`config.mk`:
```
export PLATFORM = sky130hd
export DESIGN_NAME = alu_byte_sequencer
export DESIGN_NICKNAME = d
export VERILOG_FILES = /design/src/rtl/alu_byte_sequencer.sv
export SDC_FILE = /design/constraint.sdc
export NUM_CORES = 1
export LEC_CHECK = 0
export CAP_MARGIN = 20
export CORE_AREA = 2 2 96 89
export DETAILED_ROUTE_END_ITERATION = 12
export DIE_AREA = 0 0 98 91
export GPL_TIMING_DRIVEN = 1
export SLEW_MARGIN = 0
export SYNTH_ARGS = -nofsm -noshare
export SYNTH_HDL_FRONTEND = slang
export SYNTH_SLANG_ARGS = --single-unit
```
`constraint.sdc`:
```
create_clock -name clk -period 7.6 [get_ports clk]
set_input_delay 1.14 -clock clk [delete_from_list [all_inputs] [get_ports clk]]
set_output_delay 1.14 -clock clk [all_outputs]
set_load 0.05 [all_outputs]
```
`src/rtl/alu_byte_sequencer.sv`:
```
// Byte-serial wrapper around the 8-bit ALU function.
// Loads A, B, opcode as three bytes; returns result and optional flags byte.
module alu_byte_sequencer #(
    parameter bit FLAGS_EN = 1'b1
) (
    input  logic       clk,
    input  logic       rst,
    input  logic [7:0] in_data,
    input  logic       in_valid,
    output logic       in_ready,
    output logic [7:0] out_data,
    output logic       out_valid,
    input  logic       out_ready,
    input  logic       clr,
    output logic       busy
);

    typedef enum logic [2:0] {
        LOAD_A,
        LOAD_B,
        LOAD_OP,
        EXEC,
        OUT_RES,
        OUT_FLG
    } state_t;

    state_t     state;
    logic [7:0] a;
    logic [7:0] b;
    logic [2:0] op;
    logic [7:0] flags;

    logic [8:0] sum;
    logic [8:0] dif;
    logic [7:0] alu_res;
    logic       alu_c;
    logic       alu_v;
    logic [7:0] alu_flags;

    logic in_xfer;
    logic out_xfer;

    assign in_xfer  = in_valid && in_ready;
    assign out_xfer = out_valid && out_ready;

    // ALU datapath: result plus carry/borrow and signed overflow
    always_comb begin
        sum     = {1'b0, a} + {1'b0, b};
        dif     = {1'b0, a} - {1'b0, b};
        alu_res = 8'h00;
        alu_c   = 1'b0;
        alu_v   = 1'b0;
        unique case (op)
            3'b000: begin
                alu_res = sum[7:0];
                alu_c   = sum[8];
                alu_v   = (a[7] == b[7]) && (sum[7] != a[7]);
            end
            3'b001: begin
                alu_res = dif[7:0];
                alu_c   = dif[8];
                alu_v   = (a[7] != b[7]) && (dif[7] != a[7]);
            end
            3'b010: alu_res = a & b;
            3'b011: alu_res = a | b;
            3'b100: alu_res = a ^ b;
            3'b101: alu_res = ~(a & b);
            3'b110: alu_res = ~(a | b);
            3'b111: alu_res = ~a;
            default: alu_res = 8'h00;
        endcase
        alu_flags = {4'b0000, alu_v, alu_res[7], alu_c, alu_res == 8'h00};
    end

    // Sequencer FSM with registered handshake outputs; clr beats any handshake
    always_ff @(posedge clk or posedge rst) begin
        if (rst) begin
            state     <= LOAD_A;
            a         <= 8'h00;
            b         <= 8'h00;
            op        <= 3'b000;
            flags     <= 8'h00;
            in_ready  <= 1'b1;
            out_valid <= 1'b0;
            out_data  <= 8'h00;
            busy      <= 1'b0;
        end else if (clr) begin
            state     <= LOAD_A;
            in_ready  <= 1'b1;
            out_valid <= 1'b0;
            busy      <= 1'b0;
        end else begin
            unique case (state)
                LOAD_A: begin
                    if (in_xfer) begin
                        a     <= in_data;
                        busy  <= 1'b1;
                        state <= LOAD_B;
                    end
                end
                LOAD_B: begin
                    if (in_xfer) begin
                        b     <= in_data;
                        state <= LOAD_OP;
                    end
                end
                LOAD_OP: begin
                    if (in_xfer) begin
                        op       <= in_data[2:0];
                        in_ready <= 1'b0;
                        state    <= EXEC;
                    end
                end
                EXEC: begin
                    out_data  <= alu_res;
                    flags     <= alu_flags;
                    out_valid <= 1'b1;
                    state     <= OUT_RES;
                end
                OUT_RES: begin
                    if (out_xfer) begin
                        if (FLAGS_EN) begin
                            out_data <= flags;
                            state    <= OUT_FLG;
                        end else begin
                            out_valid <= 1'b0;
                            in_ready  <= 1'b1;
                            busy      <= 1'b0;
                            state     <= LOAD_A;
                        end
                    end
                end
                OUT_FLG: begin
                    if (out_xfer) begin
                        out_valid <= 1'b0;
                        in_ready  <= 1'b1;
                        busy      <= 1'b0;
                        state     <= LOAD_A;
                    end
                end
                default: begin
                    out_valid <= 1'b0;
                    in_ready  <= 1'b1;
                    busy      <= 1'b0;
                    state     <= LOAD_A;
                end
            endcase
        end
    end

endmodule

```
==> Word-level counts from Yosys, hierarchy flattened <==
Index checks and enable logic that the tools add are counted.
{ "word_totals": {"regBits": 37, "in_bits": 13, "out_inout_bits": 11, "word_cells": 85} }
{ "classes": {"n_addsub": 2, "n_eq_ne": 25, "n_mux": 22, "n_bitwise": 7, "reduce_logical": 20} }
{ "op_table": {"columns": ["cell", "count"], "rows": [
  ["$pmux W8 S8", 1],
  ["$not A8 Y8", 3],
  ["$eq A3 B3 Y1 const B", 6],
  ["$mux W3", 6],
  ["$pmux W3 S6", 1],
  ["$reduce_and A3 Y1", 6],
  ["$pmux W8 S2", 1],
  ["$ne A3 B3 Y1 const B", 5],
  ["$eq A3 B2 Y1 const B", 4],
  ["$reduce_or A4 Y1", 3],
  ["$add A8 B8 Y9", 1],
  ["$pmux W1 S3", 3],
  ["$sub A8 B8 Y9", 1],
  ["$and A8 B8 Y8", 1],
  ["$logic_not A8 Y1", 1],
  ["$mux W8", 1],
  ["$or A8 B8 Y8", 1],
  ["$xor A8 B8 Y8", 1],
  ["$mux W1", 7],
  ["$eq A3 B1 Y1 const B", 2],
  ["$logic_not A3 Y1", 2],
  ["$ne A2 B1 Y1 const B", 3],
  ["$reduce_and A5 Y1", 1],
  ["$logic_and A1 B1 Y1", 4],
  ["other kinds (7)", 11]
]} }

==> Logic depth before layout (Yosys ltp) <==
{ "depth": {"depth_word": 4, "ltp_mapped": 11, "depth_no_buf": 11} }

==> Least setup slack after synthesis <==
No wires, ideal clock.
{ "synth_path": {"kind": "in2reg", "start": "input port clr", "end": "register flags[0]", "setup_ns": 0.104, "arrival_ns": 2.830, "required_ns": 7.496, "path_slack_ns": 4.666, "stages": 5, "path_buffers": 1, "path_cell_list": "buf_6 or3_1 or4_1 or4b_1 o41ai_2"} }
{ "synth_between": {"elab_chain_cells": 2} }
{ "synth_lines": {"columns": ["element", "line_no", "rtl"], "rows": [
  ["from (decl)", "14", "input logic clr,"],
  ["$not A1 Y1 (no source line)", null, null],
  ["$reduce_and A2 Y1 (no source line)", null, null],
  ["to (signal assigned)", "116", "flags <= alu_flags;"],
  ["to (decl)", "31", "logic [7:0] flags;"]
]} }
Every way passes these cells.
A chain may end at the register's enable or synchronous reset.

==> Worst setup path after layout <==
Ends and elaborated chain as after synthesis.

==> impl_metrics.toml <==
[logic_synthesis]
syn-cell-area_um2 = 2994
yosys_most_used_dff = "dfrtp_1"
synth_fa_ha_area_share_pct = 11.37
synth-seq-cells = 37
synth.area.mux_share_pct = 12.37
yosysWarnings = 0
synth_edf_count = 0
yosysUniqueCellTypes = 57
async_flop_share_pct = 100.0
synth_compound_area_share_pct = 20.81
syn_nets = 380
postSynthAreaPerCell_um2 = 8.780
netlist_instances = 341
synth_top_family_by_area = "compound AO/OA/AOI/OAI gates"
ys_seq_area_share_pct = 30.97
yosys.area_share.simple_pct = 14.71
synthXorXnorAreaFrac_pct = 2.048

[route]
finalWirelength_um = 6918
drt_iter0_markers = 149
drcViolationCount = 0
ant_nets = 0
first_pass_iters = 4
wl_per_cell_um = 15.24
viasPerCell = 5.436
num_vias = 2468

[layout]
fill_cells = 808
antenna-diode-count = 0
drive_above_1_share_pct = 10.42
area_growth_pct = 11.83
final_cell_area_um2 = 3348
final_cells = 454
finalNetCount = 393

[cts]
htree_levels = 2
clkLatencyLatePin_ns = 0.29
cts_setup_buffers = 0
root_buffer = "clkbuf_8"
hold_buffers = 0
cts_tree = "done"
clock-sinks = 37
path_clk_slew_ns = 0.08
cts_buffer_depth = 2
cts_buffers = 5
post_cts_resized = 0

[worst_setup_path]
worstSetupPathType = "in2reg"
cp_num_buf_inv = 1
critPathCaptureType = "flop"
cp.arrival_ns = 3.64
cp_max_fo = 11
cp_cell_sequence = "clkdlybuf4s50_1 -> or3_1 -> or4_1 -> or4b_1 -> o41ai_2"
crit_slowest_cell = "or4_1"
crit_required_ns = 7.79
start_kind = "primary input"
max_stage_delay_ns = 0.57
critPathTopFamily = "simple AND/OR/NAND/NOR gates"

[global_route]
antenna_found_initial = 0
grt_pass1_vias = 2363
grt_pass1_wl_um = 11460
grt_overflow = 0
grt_max_degree = 38
grt_usage_pct = 15.82

[timing]
max_freq_mhz = 289.8
holdWs_ns = 0.4761
rsz0062_at_grt = "false"
maxSlewHeadroom_pct = 44.60
finalMaxSlewViolations = 0
clock_skew_ns = 0.001886
finalSetupViolations = 0
tightest_slew_ns = 0.8311
fin_crit_sh_pct = 45.41
finalCriticalPeriod_ns = 3.451
fin_setup_tns_ns = 0
hold_violations = 0

[placement]
dp_cells = 446
place_area_um2 = 3252
gp_congestion = 0.8717
hpwl_um = 5009
port_buffers = 23

[floorplanning]
dieArea_um2 = 8918
num_io_pins = 24
row_count = 31
start_util_pct = 38.03
fp.dieW_um = 98
dieHeight_um = 91
coreArea_um2 = 7874

[pwr]
total_power_uw = 1199
powerDensity_nw_per_um2 = 358.1
p_clk_share_pct = 12.6
p_int_uw = 631.5
swShare_pct = 47.34
comb_power_share_pct = 61.2
vdd_drop_max_v = 0.0001116
p_leak_uw = 0.001528
p_switching_uw = 567.7
pwr-share-seq_pct = 26.2

[flow_run]
cap_violations = 0

[run_status]
outcome = "finished, final reports clean"

[hold_path]
hold_class = "reg2reg"
## power groups by stage
stage	Sequential, uW	Combinational, uW	Clock [uW]
global route	325	809	165
detailed placement	318	727	0
finish	315	733	151
floorplan	356	524	0
CTS	314	731	157
global placement	315	720	0
## logic make-up after synthesis
family          count (synthesis)
simple gates                   96
xor+xnor                        7
flops                          37
fa+ha+maj                      26
mux                            32
compound gates                 92
buf+inv                        51
## placed cells by master, fill, tap and decap left out, types with 7 or more instances in the layout
cell type	n
nand2_1	38
dfrtp_1	36
inv_1	29
nor2_1	24
o21ai_0	24
ha_1	24
clkdlybuf4s50_1	23
mux2_2	20
a21oi_1	16
mux2i_1	10
nor3_1	7
a31oi_1	7
## final cells by class
cell class | count | area [um2] | share of cell area [%]
Sequential cell | 37 | 927.1 | 27.69
Clock buffer | 6 | 82.58 | 2.466
Clock inverter | 2 | 13.76 | 0.4111
Tap cell | 99 | 123.9 | 3.700
Multi-Input combinational cell | 253 | 1836 | 54.82
Timing Repair Buffer | 25 | 245.2 | 7.324
Inverter | 32 | 120.1 | 3.587
## synth_stat cells, types with 4 or more instances
cell type / n / share of area [%]
mux2i_1: 10 / 3.3
dfrtp_1: 36 / 30
nor2b_1: 6 / 1.3
buf_2: 5 / 0.84
nor3_1: 7 / 1.2
a31oi_1: 7 / 1.5
nand3_1: 6 / 1.0
ha_1: 24 / 10
a21o_1: 6 / 1.5
nand2b_1: 4 / 0.84
xnor2_1: 4 / 1.2
mux2_2: 20 / 7.5
a21oi_1: 16 / 2.7
nor2_1: 24 / 3.0
a211oi_1: 4 / 1.0
inv_1: 29 / 3.6
clkbuf_1: 9 / 1.1
o21ai_0: 24 / 4.0
nand2_1: 38 / 4.8
o211ai_1: 5 / 1.3
buf_6: 4 / 1.5
## sequential cells by signal, indices dropped and copies added, names as in the netlist
name	flops
b	8
out_data	8
flags	4
busy	1
out_valid	1
a	8
state	3
in_ready	1
op	3
## metal layers
layer | vias to the layer above | share of wire (%) | GRT usage, %
met2 | 53 | 43 | 24.43
met5 | - | 0 | 0
li1 | 1230 | - | -
met1 | 1175 | 51 | 22.94
met4 | 0 | 1.5 | 4.398
met3 | 10 | 4.2 | 2.463
## per-stage QoR
stage | utilization, % | setup slack [ns]
6_report | 42.52 | 4.149
5_1_grt | 42.52 | 4.006
4_1_cts | 42.52 | 4.148
3_5_place_dp | 41.30 | 3.859
3_3_place_gp | 41.30 | 3.935
2_1_floorplan | - | 4.666
## final timing paths
path	startpoint	to	slack [ns]	cells after the start
worst max-delay path	clr	flags[0]	4.15	5
min in group asynchronous	rst	op[2]	1.26	3
worst max register to register	a[0]	flags[0]	4.63	10
max in group asynchronous	rst	in_ready	5.98	3
worst min register to register	out_data[7]	out_data[7]	0.48	1
worst min-delay path	out_data[7]	out_data[7]	0.48	1
Note: power is estimated with default switching activity, not from simulation.
